--- src/rtl/pulse_stretch_pkg.sv ---
// Shared definitions for the pulse stretcher: FSM state encoding and
// small helpers used by the datapath.
package pulse_stretch_pkg;

    typedef enum logic [1:0] {
        ST_IDLE = 2'd0,
        ST_HOLD = 2'd1,
        ST_GAP  = 2'd2
    } state_t;

    // Saturating-counter helper: true when a counter of the given width is all ones.
    function automatic logic is_all_ones(input logic [31:0] value, input int unsigned width);
        logic [31:0] mask;
        mask = (width >= 32) ? 32'hFFFF_FFFF : ((32'd1 << width) - 32'd1);
        return ((value & mask) == mask);
    endfunction

endpackage

--- src/rtl/pulse_stretch.sv ---
// Turns one-cycle trigger pulses into fixed-length high levels separated by
// a mandatory low gap, with a saturating queue or retrigger for busy pulses.
module pulse_stretch
    import pulse_stretch_pkg::*;
#(
    parameter int unsigned HOLD_CYCLES = 16,
    parameter int unsigned GAP_CYCLES  = 4,
    parameter int unsigned PEND_W      = 3,
    parameter int unsigned CNT_W       = 16
) (
    input  logic              clk,
    input  logic              rst,
    input  logic              in_pulse,
    input  logic              retrig,
    input  logic              clr_ovf,
    output logic              out_level,
    output logic              done,
    output logic              busy,
    output logic [PEND_W-1:0] pend_count,
    output logic              overflow
);

    localparam logic [CNT_W-1:0]  HOLD_LOAD = CNT_W'(HOLD_CYCLES - 1);
    localparam logic [CNT_W-1:0]  GAP_LOAD  = CNT_W'(GAP_CYCLES - 1);
    localparam logic [CNT_W-1:0]  CNT_ZERO  = {CNT_W{1'b0}};
    localparam logic [CNT_W-1:0]  CNT_ONE   = {{(CNT_W-1){1'b0}}, 1'b1};
    localparam logic [PEND_W-1:0] PEND_ZERO = {PEND_W{1'b0}};
    localparam logic [PEND_W-1:0] PEND_ONE  = {{(PEND_W-1){1'b0}}, 1'b1};

    state_t            state_r;
    state_t            state_s;
    logic [CNT_W-1:0]  cnt_r;
    logic [CNT_W-1:0]  cnt_s;
    logic [PEND_W-1:0] pend_r;
    logic [PEND_W-1:0] pend_s;
    logic              ovf_r;
    logic              ovf_s;
    logic              out_level_r;
    logic              done_r;
    logic              done_s;
    logic              busy_r;
    logic              enq_s;
    logic              deq_s;
    logic              drop_s;
    logic              pend_full_s;

    assign pend_full_s = is_all_ones(32'(pend_r), PEND_W);

    // Next-state, shared hold/gap counter and queue-request decode.
    always_comb begin
        state_s = state_r;
        cnt_s   = cnt_r;
        done_s  = 1'b0;
        enq_s   = 1'b0;
        deq_s   = 1'b0;
        case (state_r)
            ST_IDLE: begin
                if (in_pulse) begin
                    state_s = ST_HOLD;
                    cnt_s   = HOLD_LOAD;
                end else begin
                    cnt_s   = CNT_ZERO;
                end
            end
            ST_HOLD: begin
                if (in_pulse && retrig) begin
                    // Retrigger supersedes the current hold, so no done for it.
                    cnt_s = HOLD_LOAD;
                end else if (cnt_r == CNT_ZERO) begin
                    state_s = ST_GAP;
                    cnt_s   = GAP_LOAD;
                    done_s  = 1'b1;
                    enq_s   = in_pulse;
                end else begin
                    cnt_s   = cnt_r - CNT_ONE;
                    enq_s   = in_pulse;
                end
            end
            ST_GAP: begin
                if (cnt_r == CNT_ZERO) begin
                    if (pend_r != PEND_ZERO) begin
                        state_s = ST_HOLD;
                        cnt_s   = HOLD_LOAD;
                        deq_s   = 1'b1;
                        enq_s   = in_pulse;
                    end else if (in_pulse) begin
                        // Empty queue: the arriving pulse is served directly.
                        state_s = ST_HOLD;
                        cnt_s   = HOLD_LOAD;
                    end else begin
                        state_s = ST_IDLE;
                        cnt_s   = CNT_ZERO;
                    end
                end else begin
                    cnt_s = cnt_r - CNT_ONE;
                    enq_s = in_pulse;
                end
            end
            default: begin
                state_s = ST_IDLE;
                cnt_s   = CNT_ZERO;
            end
        endcase
    end

    // Saturating pending counter and sticky overflow (set beats clear).
    always_comb begin
        pend_s = pend_r;
        drop_s = 1'b0;
        case ({enq_s, deq_s})
            2'b10: begin
                if (pend_full_s) begin
                    drop_s = 1'b1;
                end else begin
                    pend_s = pend_r + PEND_ONE;
                end
            end
            2'b01: begin
                pend_s = pend_r - PEND_ONE;
            end
            default: begin
                pend_s = pend_r;
            end
        endcase
        if (drop_s) begin
            ovf_s = 1'b1;
        end else if (clr_ovf) begin
            ovf_s = 1'b0;
        end else begin
            ovf_s = ovf_r;
        end
    end

    // State, counter and registered output flops with synchronous reset.
    always_ff @(posedge clk) begin
        if (rst) begin
            state_r     <= ST_IDLE;
            cnt_r       <= CNT_ZERO;
            pend_r      <= PEND_ZERO;
            ovf_r       <= 1'b0;
            out_level_r <= 1'b0;
            done_r      <= 1'b0;
            busy_r      <= 1'b0;
        end else begin
            state_r     <= state_s;
            cnt_r       <= cnt_s;
            pend_r      <= pend_s;
            ovf_r       <= ovf_s;
            out_level_r <= (state_s == ST_HOLD);
            done_r      <= done_s;
            busy_r      <= (state_s != ST_IDLE);
        end
    end

    assign out_level  = out_level_r;
    assign done       = done_r;
    assign busy       = busy_r;
    assign pend_count = pend_r;
    assign overflow   = ovf_r;

endmodule

--- config.mk ---
export PLATFORM = sky130hd
export DESIGN_NAME = pulse_stretch
export DESIGN_NICKNAME = d
export VERILOG_FILES = /design/src/rtl/pulse_stretch_pkg.sv /design/src/rtl/pulse_stretch.sv
export SDC_FILE = /design/constraint.sdc
export NUM_CORES = 1
export LEC_CHECK = 0
export ABC_CLOCK_PERIOD_IN_PS = 2900
export BUFFER_PORTS_ARGS = -buffer_cell sky130_fd_sc_hd__buf_2
export CAP_MARGIN = 20
export CORE_ASPECT_RATIO = 0.75
export CORE_UTILIZATION = 40
export CTS_CLUSTER_DIAMETER = 100
export DETAILED_ROUTE_END_ITERATION = 7
export PLACE_DENSITY = 0.71
export SETUP_SLACK_MARGIN = 0.4
export SLEW_MARGIN = 20
export SYNTH_ARGS = -nofsm -noshare
export SYNTH_HDL_FRONTEND = slang
export SYNTH_SLANG_ARGS = --single-unit
--- constraint.sdc ---
create_clock -name clk -period 2.9 [get_ports clk]
set_input_delay 0.145 -clock clk [delete_from_list [all_inputs] [get_ports clk]]
set_output_delay 0.145 -clock clk [all_outputs]
set_load 0.005 [all_outputs]
==> results of run 1 <==
[report_power, final]
group | leakage, nW | switching (mW) | internal, mW
Clock | 0.0228 | 0.109 | 0.0984
Sequential | 0.206 | 0.0821 | 0.438
Combinational | 0.419 | 0.582 | 0.590
Total | 0.647 | 0.773 | 1.13
[worst max-delay path: cells and delay by family, from the launching register on]
family / cells / cell delay [ns]
and+or+nand+nor: 5 / 1.29
adders and majority gates: 2 / 0.51
DFF: 1 / 0.34
muxes: 1 / 0.26
AOI/OAI and AO/OA: 1 / 0.15
buffers and inverters: 1 / 0.07
[area by class of cell]
| class | instances | area, um2 |
|---|---|---|
| Tap cell | 38 | 47.5 |
| Clock buffer | 4 | 45.0 |
| Multi-Input combinational cell | 119 | 808 |
| Sequential cell | 25 | 507 |
| Inverter | 7 | 26.3 |
| Fill cell | 301 | 1510 |
| Timing Repair Buffer | 20 | 123 |
[metal layers]
layer  routed length [um]  vias up  share of wire [%]  GRT usage [%]
li1                     -      574                  -              -
met1                 1300      532                 48           22.8
met2                 1280       27                 47           27.0
met3                  115        4                4.2           5.70
met4                   25        0               0.92           5.44
met5                    0        -                  0              0
[cell usage after synthesis, types with 2 or more instances]
cell | number | area share [%]
xnor2_1 | 10 | 6.6
nand2_1 | 13 | 3.7
a21oi_1 | 9 | 3.4
nand3_1 | 3 | 1.1
or4_1 | 4 | 2.2
nor2b_1 | 2 | 0.94
nor3_1 | 7 | 2.6
a21boi_0 | 2 | 1.1
o21ai_0 | 5 | 1.9
nor2_1 | 28 | 7.9
ha_1 | 5 | 4.7
xor2_1 | 2 | 1.3
a21o_1 | 2 | 1.1
and2_1 | 2 | 0.94
nor4_1 | 2 | 0.94
or3_1 | 3 | 1.4
mux2_4 | 2 | 2.2
inv_1 | 7 | 2.0
dfxtp_1 | 25 | 37
[path summary, 6_finish.rpt]
path / slack [ns] / endpoint / start
setup / recovery: 0.18 / pend_count[2] / cnt_r[0]
hold / removal: 0.14 / overflow / clr_ovf
setup reg to reg: 0.18 / pend_count[2] / cnt_r[0]
hold reg to reg: 0.47 / overflow / overflow
[through the flow]
stage	cells	hold slack, ns	setup WS [ns]	total power [mW]
2_1_floorplan	156	0.321	0.184	1.37
3_3_place_gp	201	0.425	0.142	1.49
3_5_place_dp	201	0.419	0.106	1.53
4_1_cts	209	0.133	0.138	1.79
5_1_grt	213	0.176	0.0647	2.07
6_report	213	0.139	0.181	1.90
[placed cells by master, fill, tap and decap left out, types with 3 or more instances in the layout]
cell type,count
buf_2,11
nor3_1,7
ha_1,4
inv_1,5
xnor2_1,10
a21oi_1,9
buf_4,9
clkbuf_8,3
or4_4,3
nor2_1,27
nand2_1,13
nand3_1,3
o21ai_0,4
dfxtp_2,5
dfxtp_1,20
[registers in the layout (all words and copies together) (netlist names)]
register	count
cnt_r	16
state_r	2
overflow	1
done	1
out_level	1
busy	1
pend_count	3
[kinds of logic (layout without fill, tap and decap cells)]
group,count (synthesis),after routing,share of synthesized area (%)
buffers and inverters,12,31,4.87
xor gates and xnor gates,12,12,7.87
DFF,25,25,37.5
adders and majority gates,6,6,6.18
AOI/OAI and AO/OA,26,26,12.9
and+or+nand+nor,71,71,26.9
muxes,4,4,3.84
[timing repair]
| item | in CTS | in global routing |
|---|---|---|
| buffers inserted | 4 | 4 |
| endpoints found under the setup margin | 5 | 8 |
| gates resized for setup | 1 | 8 |
| pin swaps | 4 | 4 |
==> out/results.ini, run 1 <==
[worst_setup_path]
crit_arrival_ns = 2.89
endpoint_kind = flip-flop
crit_path_cell_trace = inv_2 > ha_4 > or4b_4 > nand2b_4 > or4_4 > fa_2 > nor2_2 > nand2_1 > a2bb2oi_1 > mux2_2
reg2reg_depth = 10
cp_slowest_cell = or4_4
crit_path_max_incr_delay_ns = 0.49
cp_data_required_time_ns = 3.07
path_max_fanout = 4
crit_type = flip-flop to flip-flop
start_kind = flip-flop

[run]
cap_violations = 0

[synthesis]
synthFlopType = dfxtp_1
async_flop_share_pct = 0
yosys_warnings = 0
synth_edf_count = 0
ys_seq_elements = 25
ys_seq_area_share_pct = 37.5
syn_area_per_cell_um2 = 8.57
syn_nets = 167
synthDistinctLibCells = 42
synthCells = 156
syn_area_um2 = 1340

[global_routing]
antenna_found_initial = 0
grt_pass1_vias = 1046
grtUsageTotal_pct = 17.4
grt_pass1_wl_um = 4500
grt_max_degree = 14
grt_overflow = 0

[route]
drc = 0
wirelength_um = 2730
wl_per_cell_um = 12.8
vias = 1137
drt_first_pass_iters = 4
first_iter_violations = 96
drtAntennaViolNets = 0
routed_via_density = 5.34

[finish]
n_antenna_cell = 0
post-route-util_pct = 50.8
area_delta_synth_final_pct = 16.5
finish.instance_area_um2 = 1560
drive_gt1_share_pct = 26.9
fin_nets = 187

[clock_network]
htree_levels = 1
cts_tree = done
cts_made_buffers = 3
ctsHoldBuffers = 0
cts_buffer_depth = 2
cts_sinks = 25
cts_root_buf = clkbuf_8
clock_latency_ns = 0.27
clk_pin_slew_ns = 0.09

[floorplan]
die_width_um = 68.7
core-area_um2 = 3060
die_y_um = 52.1
rows = 17
ios = 12
die_area_um2 = 3580
initial_core_util_pct = 43.6

[worst_hold_path]
hold_class = input pin to flip-flop
hold_depth = 4

[timing]
period_minus_slack_ns = 2.72
setup_viol = 0
tightest_slew_ns = 0.612
tns_ns = 0
slew_headroom_pct = 58.8
hold_violations = 0
slew_viol_final = 0
fmax_mhz = 368
finalClockSkew_ns = 0.00651
rsz0062_at_grt = yes
period_share_pct = 93.8

[place]
port_buffers = 11
gp_congestion = 0.808
place_hpwl_um = 1950
placed_cell_area_um2 = 1430

[pwr]
vdd_ir_drop_max_v = 0.000529
leakagePower_nw = 0.647
power_density_nw_per_um2 = 1220

[outcome]
status = finished clean

Power figures use the tool's default switching activity.
==> run 2, diff against run 1 <==
--- a/config.mk
+++ b/config.mk
@@ -6,13 +6,13 @@
 export NUM_CORES = 1
 export LEC_CHECK = 0
 export ABC_CLOCK_PERIOD_IN_PS = 2900
-export BUFFER_PORTS_ARGS = -buffer_cell sky130_fd_sc_hd__buf_2
 export CAP_MARGIN = 20
 export CORE_ASPECT_RATIO = 0.75
 export CORE_UTILIZATION = 40
 export CTS_CLUSTER_DIAMETER = 100
 export DETAILED_ROUTE_END_ITERATION = 7
-export PLACE_DENSITY = 0.71
+export DONT_BUFFER_PORTS = 1
+export PLACE_DENSITY = 0.67
 export SETUP_SLACK_MARGIN = 0.4
 export SLEW_MARGIN = 20
 export SYNTH_ARGS = -nofsm -noshare
==> out/results.ini, run 2 (same netlist as run 1, synthesis figures left out) <==
[outcome]
status = finished clean  ; unchanged

[finish]
fillers = 299  ; was 301
ff_latch_area_um2 = 508  ; was 507 um2
top_register = cnt_r  ; unchanged
finish.instance_area_um2 = 1560  ; about the same
n_antenna_cell = 0  ; unchanged
multiInputGateArea_um2 = 840  ; was 808 um2
mostFrequentLayoutCell = nor2_1  ; unchanged
fin_nets = 178  ; was 187
area_delta_synth_final_pct = 17.0  ; was 16.5%
mostFrequentLayoutCells = nor2_1 (27), dfxtp_1 (21), nand2_1 (13)  ; was nor2_1 (27), dfxtp_1 (20), nand2_1 (13)
final_cells = 204  ; was 213
drive_gt1_share_pct = 23.5  ; was 26.9%
largest_register_ffs = 16  ; unchanged

[route]
drt_first_pass_iters = 4  ; unchanged
vias = 1094  ; was 1137
route.met2.wl_um = 1270  ; was 1280 um
routed_via_density = 5.36  ; was 5.34
wirelength_um = 2740  ; was 2730 um
wl_met1_um = 1310  ; was 1300 um
top_layer = met4  ; unchanged
first_iter_violations = 75  ; was 96
routed-wl-met3_um = 129  ; was 115 um
drtAntennaViolNets = 0  ; unchanged
drc = 0  ; unchanged
wl_per_cell_um = 13.4  ; was 12.8 um

[timing]
slew_viol_final = 0  ; unchanged
setup_ws_ns = 0.119  ; was 0.181 ns
hold_slack_ns = 0.0421  ; was 0.139 ns
rsz0062_at_grt = yes  ; unchanged
fmax_mhz = 360  ; was 368 MHz
hold_violations = 0  ; unchanged
slew_headroom_pct = 44.5  ; was 58.8%
finalClockSkew_ns = 0.00460  ; was 0.00651 ns
tightest_slew_ns = 0.825  ; was 0.612 ns
setup_viol = 0  ; unchanged
period_share_pct = 95.9  ; was 93.8%
period_minus_slack_ns = 2.78  ; was 2.72 ns

[place]
gp_congestion = 0.840  ; was 0.808
pre_cts_ws_ns = 0.0820  ; was 0.106 ns
port_buffers = 0  ; was 11
post-place-cells = 190  ; was 201
placed_cell_area_um2 = 1380  ; was 1430 um2
place_hpwl_um = 1920  ; was 1950 um

[clock_network]
htree_levels = 1  ; unchanged
cts_buffer_depth = 2  ; unchanged
cts_tree = done  ; unchanged
clock_latency_ns = 0.27  ; about the same
cts_sinks = 25  ; unchanged
cts_made_buffers = 3  ; unchanged
cts_root_buf = clkbuf_8  ; unchanged
clk_pin_slew_ns = 0.09  ; about the same

[floorplan]
rows = 17  ; unchanged
core-area_um2 = 3060  ; unchanged
initial_core_util_pct = 43.6  ; unchanged
die_area_um2 = 3580  ; unchanged
ios = 12  ; unchanged
die_width_um = 68.7  ; unchanged
die_y_um = 52.1  ; unchanged

[worst_hold_path]
min_delay_worst_endpoint = overflow  ; unchanged
hold_depth = 3  ; was 4
hold_start = rst  ; was clr_ovf
hold_class = input pin to flip-flop  ; unchanged

[global_routing]
grt_max_degree = 15  ; was 14
grt_overflow = 0  ; unchanged
grt_pass1_vias = 992  ; was 1046
grt_pass1_wl_um = 4390  ; was 4500 um
antenna_found_initial = 0  ; unchanged
grtUsageTotal_pct = 16.9  ; was 17.4%

[worst_setup_path]
start_kind = flip-flop  ; unchanged
crit_path_max_incr_delay_ns = 0.53  ; was 0.49 ns
cp_slowest_cell = or4_4  ; unchanged
reg2reg_to = pend_count[2]  ; unchanged
reg2reg_depth = 8  ; was 10
path_max_fanout = 2  ; was 4
crit_type = flip-flop to flip-flop  ; unchanged
critical-path-top-delay-family = simple AND/OR/NAND/NOR gates  ; unchanged
crit_path_cell_trace = or4_4 > or3_4 > or4_4 > fa_2 > nor2_2 > nand2_1 > a2bb2oi_1 > mux2_2  ; was inv_2 > ha_4 > or4b_4 > nand2b_4 > or4_4 > fa_2 > nor2_2 > nand2_1 > a2bb2oi_1 > mux2_2
endpoint_kind = flip-flop  ; unchanged
r2r-start = cnt_r[7]  ; was cnt_r[0]
cp_data_required_time_ns = 3.06  ; was 3.07 ns
r2r_slack_ns = 0.12  ; was 0.18 ns
crit_buf_inv = 0  ; was 1
crit_arrival_ns = 2.94  ; was 2.89 ns
cpMostUsedCell = or4_4

[pwr]
leakagePower_nw = 0.621  ; was 0.647 nW
power_density_nw_per_um2 = 1250  ; was 1220 nW/um2
vdd_ir_drop_max_v = 0.000491  ; was 0.000529 V

[run]
cap_violations = 0  ; unchanged

[run 2: per-stage QoR]
step | setup TNS, ns | utilization (%) | power, mW
after global placement | 0 | 45.0 | 1.48
final | 0 | 51.1 | 1.96
after global routing | -0.0235 | 51.1 | 2.12
after CTS | 0 | 48.2 | 1.79
after floorplan | 0 | - | 1.37
after detailed placement | 0 | 45.0 | 1.52
[run 2: worst max path at each step]
stage                from             to  depth (start not counted)
3_5_place_dp     cnt_r[7]  pend_count[2]                          8
3_3_place_gp     cnt_r[8]  pend_count[2]                          8
5_1_grt        state_r[0]  pend_count[2]                          9
6_report         cnt_r[7]  pend_count[2]                          8
4_1_cts          cnt_r[7]  pend_count[2]                          8
2_1_floorplan    cnt_r[8]  pend_count[2]                          8
[run 2: layout make-up]
cell class / instances / area share (%)
Timing Repair Buffer: 11 / 6.16
Multi-Input combinational cell: 119 / 53.7
Sequential cell: 25 / 32.5
Clock buffer: 3 / 2.64
Tap cell: 38 / 3.04
Inverter: 7 / 1.68
Clock inverter: 1 / 0.320
[run 2: timing repair]
| item | 4_1_cts | 5_1_grt |
|---|---|---|
| pin swaps | 4 | 5 |
| buffers inserted | 4 | 5 |
| gates resized for setup | 3 | 12 |
| hold buffers | 1 | 0 |
| hold endpoints to repair | 2 | 0 |
| setup endpoints to repair | 6 | 7 |
[run 2: per-layer routing]
metal	up-vias	GRT usage (%)
met5	-	0
met4	0	6.12
met3	5	6.58
met2	19	26.0
met1	513	21.2
li1	557	-
[run 2: power by group]
group	internal, mW	switching (mW)	leakage, nW
combinational	0.637	0.589	0.389
clock	0.0962	0.110	0.0255
sequential	0.437	0.0870	0.206
total	1.17	0.787	0.621
[run 2: worst min-delay path, delay by kind of cell]
kind,cells,cell delay (ns)
simple gates,2,0.07
compound gates,1,0.05
==> run 3, diff against run 2 <==
--- a/config.mk
+++ b/config.mk
@@ -5,6 +5,7 @@
 export SDC_FILE = /design/constraint.sdc
 export NUM_CORES = 1
 export LEC_CHECK = 0
+export ABC_AREA = 1
 export ABC_CLOCK_PERIOD_IN_PS = 2900
 export CAP_MARGIN = 20
 export CORE_ASPECT_RATIO = 0.75
==> out/results.ini, run 3 <==
[synthesis]
yosys.cell_count.top_type = inv_1  ; was nor2_1
syn_area_per_cell_um2 = 7.38  ; was 8.57 um2
synth_edf_count = 0  ; unchanged
synth.area.top_cells = dfxtp_1 (35%), inv_1 (8.9%), nor2_1 (8.1%), nand2_1 (5.2%), ha_1 (4.4%)  ; was dfxtp_1 (37%), nor2_1 (7.9%), xnor2_1 (6.6%), ha_1 (4.7%), nand2_1 (3.7%)
synthCells = 194  ; was 156
async_flop_share_pct = 0  ; unchanged
synth_top_area_share_pct = 35.0  ; was 37.5%
syn_area_um2 = 1430  ; was 1340 um2
synthFlopType = dfxtp_1  ; unchanged
yosysTopAreaCell = dfxtp_1  ; unchanged
ys_seq_elements = 25  ; unchanged
ys_seq_area_share_pct = 35.0  ; was 37.5%
syn_nets = 205  ; was 167
synthDistinctLibCells = 30  ; was 42
synthTopCellsByCount = inv_1 (34), nor2_1 (31), dfxtp_1 (25), nand2_1 (20)  ; was nor2_1 (28), dfxtp_1 (25), nand2_1 (13), xnor2_1 (10), a21oi_1 (9)
yosys_warnings = 0  ; unchanged

[finish]
ff_latch_area_um2 = 500  ; was 508 um2
largest_register_ffs = 16  ; unchanged
fin_nets = 211  ; was 178
mostFrequentLayoutCell = inv_1  ; was nor2_1
area_delta_synth_final_pct = 7.78  ; was 17.0%
mostFrequentLayoutCells = inv_1 (34), nor2_1 (31), dfxtp_1 (25)  ; was nor2_1 (27), dfxtp_1 (21), nand2_1 (13)
multiInputGateArea_um2 = 795  ; was 840 um2
drive_gt1_share_pct = 17.6  ; was 23.5%
fillers = 330  ; was 299
top_register = cnt_r  ; unchanged
n_antenna_cell = 0  ; unchanged
final_cells = 239  ; was 204

[global_routing]
grt_overflow = 0  ; unchanged
grt_max_degree = 16  ; was 15
grtUsageTotal_pct = 13.6  ; was 16.9%
antenna_found_initial = 0  ; unchanged
grt_pass1_vias = 910  ; was 992
grt_pass1_wl_um = 4020  ; was 4390 um

[worst_setup_path]
cp_slowest_cell = fa_1  ; was or4_4
reg2reg_depth = 12  ; was 8
crit_arrival_ns = 2.27  ; was 2.94 ns
crit_path_max_incr_delay_ns = 0.38  ; was 0.53 ns
cpMostUsedCell = inv_1  ; was or4_4
crit_path_cell_trace = inv_1 > ha_1 > inv_1 > nor2_1 > nand3_1 > inv_1 > nand2_4 > fa_1 > inv_1 > nand2_1 > a21oi_1 > nor2_1  ; was or4_4 > or3_4 > or4_4 > fa_2 > nor2_2 > nand2_1 > a2bb2oi_1 > mux2_2
start_kind = flip-flop  ; unchanged
cp_data_required_time_ns = 3.08  ; was 3.06 ns
endpoint_kind = flip-flop  ; unchanged
path_max_fanout = 5  ; was 2
crit_type = flip-flop to flip-flop  ; unchanged

[timing]
setup_viol = 0  ; unchanged
period_minus_slack_ns = 2.09  ; was 2.78 ns
period_share_pct = 71.9  ; was 95.9%
finalClockSkew_ns = 0.0102  ; was 0.00460 ns
slew_viol_final = 0  ; unchanged
tightest_slew_ns = 0.378  ; was 0.825 ns
rsz0062_at_grt = no  ; was yes
fmax_mhz = 479  ; was 360 MHz
hold_slack_ns = 0.0512  ; was 0.0421 ns
setup_ws_ns = 0.814  ; was 0.119 ns
hold_violations = 0  ; unchanged
tns_ns = 0  ; unchanged
slew_headroom_pct = 74.7  ; was 44.5%

[clock_network]
cts_buffer_depth = 2  ; unchanged
cts_tree = done  ; unchanged
htree_levels = 1  ; unchanged
post_cts_buffers = 0  ; was 4
cts_made_buffers = 3  ; unchanged
cts_root_buf = clkbuf_8  ; unchanged
clk_pin_slew_ns = 0.10  ; was 0.09 ns
cts_sinks = 25  ; unchanged
clock_latency_ns = 0.27  ; about the same

[worst_hold_path]
hold_class = input pin to flip-flop  ; unchanged
hold_depth = 3  ; unchanged

[route]
wirelength_um = 2550  ; was 2740 um
vias = 1124  ; was 1094
drc = 2  ; was 0
first_iter_violations = 68  ; was 75
routed_via_density = 4.70  ; was 5.36
drt_first_pass_iters = 6  ; was 4
drtAntennaViolNets = 0  ; unchanged
wl_per_cell_um = 10.7  ; was 13.4 um

[place]
pre_cts_ws_ns = 0.821  ; was 0.0820 ns
post-place-cells = 234  ; was 190
place_hpwl_um = 1960  ; was 1920 um
gp_congestion = 0.834  ; was 0.840
port_buffers = 0  ; unchanged

[outcome]
violations = DRC
status = finished, violations left  ; was finished clean

[floorplan]
rows = 18  ; was 17
ios = 12  ; unchanged
die_width_um = 71.1  ; was 68.7 um
initial_core_util_pct = 42.7  ; was 43.6%
die_area_um2 = 3820  ; was 3580 um2
die_y_um = 53.8  ; was 52.1 um
core-area_um2 = 3360  ; was 3060 um2

[run]
cap_violations = 0  ; unchanged

[pwr]
vdd_ir_drop_max_v = 0.000293  ; was 0.000491 V
power_density_nw_per_um2 = 561  ; was 1250 nW/um2
leakagePower_nw = 0.730  ; was 0.621 nW

==> run 3: cell types whose count changed after synthesis, moves of 3 or more <==
| cell | delta |
|---|---|
| inv_1 | +27 |
| nand2_1 | +7 |
| nand2_2 | +8 |
| nand2_4 | +5 |
| nand3_1 | +5 |
| nor2_1 | +3 |
| nor2_2 | +5 |
| nor2_4 | +3 |
| o21ai_1 | +3 |
| or3_1 | -3 |
| or4_1 | -4 |
| xnor2_1 | -6 |
==> run 3: power breakdown <==
part	leakage [nW]	internal, mW	switching (mW)
Sequential	0.204	0.367	0.0207
Combinational	0.505	0.0987	0.164
Clock	0.0217	0.0975	0.119
Total	0.730	0.563	0.303
==> run 3: cells by family (layout without fill, tap and decap cells) <==
kind of cell	after synthesis	in the layout	share of synthesized area [%]
AND/OR/NAND/NOR	98	98	36.7
AO/OA/AOI/OAI	21	21	8.13
buffers and inverters	36	41	9.53
XOR/XNOR	8	8	4.89
flip-flops	25	25	35.0
adder cells (fa/ha/maj)	6	6	5.77
==> run 3: worst paths after layout <==
kind	slack, ns	to	start
setup / recovery	0.81	pend_count[2]	state_r[0]
hold reg to reg	0.49	cnt_r[13]	cnt_r[13]
setup reg to reg	0.81	pend_count[2]	state_r[0]
hold / removal	0.05	pend_count[2]	rst
==> run 3: routing by layer <==
| layer | global-route usage [%] | routed length, um | vias up | part of all wire (%) |
|---|---|---|---|---|
| met5 | 0 | 0 | - | 0 |
| met4 | 2.00 | 14 | 0 | 0.55 |
| met3 | 4.12 | 73 | 2 | 2.9 |
| met2 | 19.6 | 990 | 13 | 39 |
| met1 | 20.2 | 1470 | 493 | 58 |
| li1 | - | - | 616 | - |
==> run 3: final cells by class <==
| type | count | share of cell area, % |
|---|---|---|
| inverter | 35 | 8.52 |
| clock inverter | 1 | 0.487 |
| tap | 40 | 3.24 |
| clock buffer | 3 | 2.68 |
| sequential | 25 | 32.4 |
| timing repair buffer | 2 | 1.14 |
| multi-input combinational | 133 | 51.5 |
==> run 3: worst max-delay path: cells and delay by family (launching register included) <==
family                   cells  cell delay [ns]
AND/OR/NAND/NOR              5             0.48
buffers and inverters        4             0.37
flip-flops                   1             0.36
adder cells (fa/ha/maj)      2             0.67
AO/OA/AOI/OAI                1             0.12
==> run 3: repair_timing <==
item / in CTS / in global routing
gates resized for setup: 0 / 0
hold buffers: 1 / 0
endpoints found under the hold margin: 2 / 0
==> run 3: stage by stage <==
| stage | util (%) | total power, mW | instance area, um2 |
|---|---|---|---|
| 2_1_floorplan | - | 0.612 | 1430 |
| 3_3_place_gp | 44.2 | 0.654 | 1480 |
| 3_5_place_dp | 44.2 | 0.654 | 1480 |
| 4_1_cts | 46.0 | 0.873 | 1540 |
| 5_1_grt | 46.0 | 0.921 | 1540 |
| 6_report | 46.0 | 0.866 | 1540 |
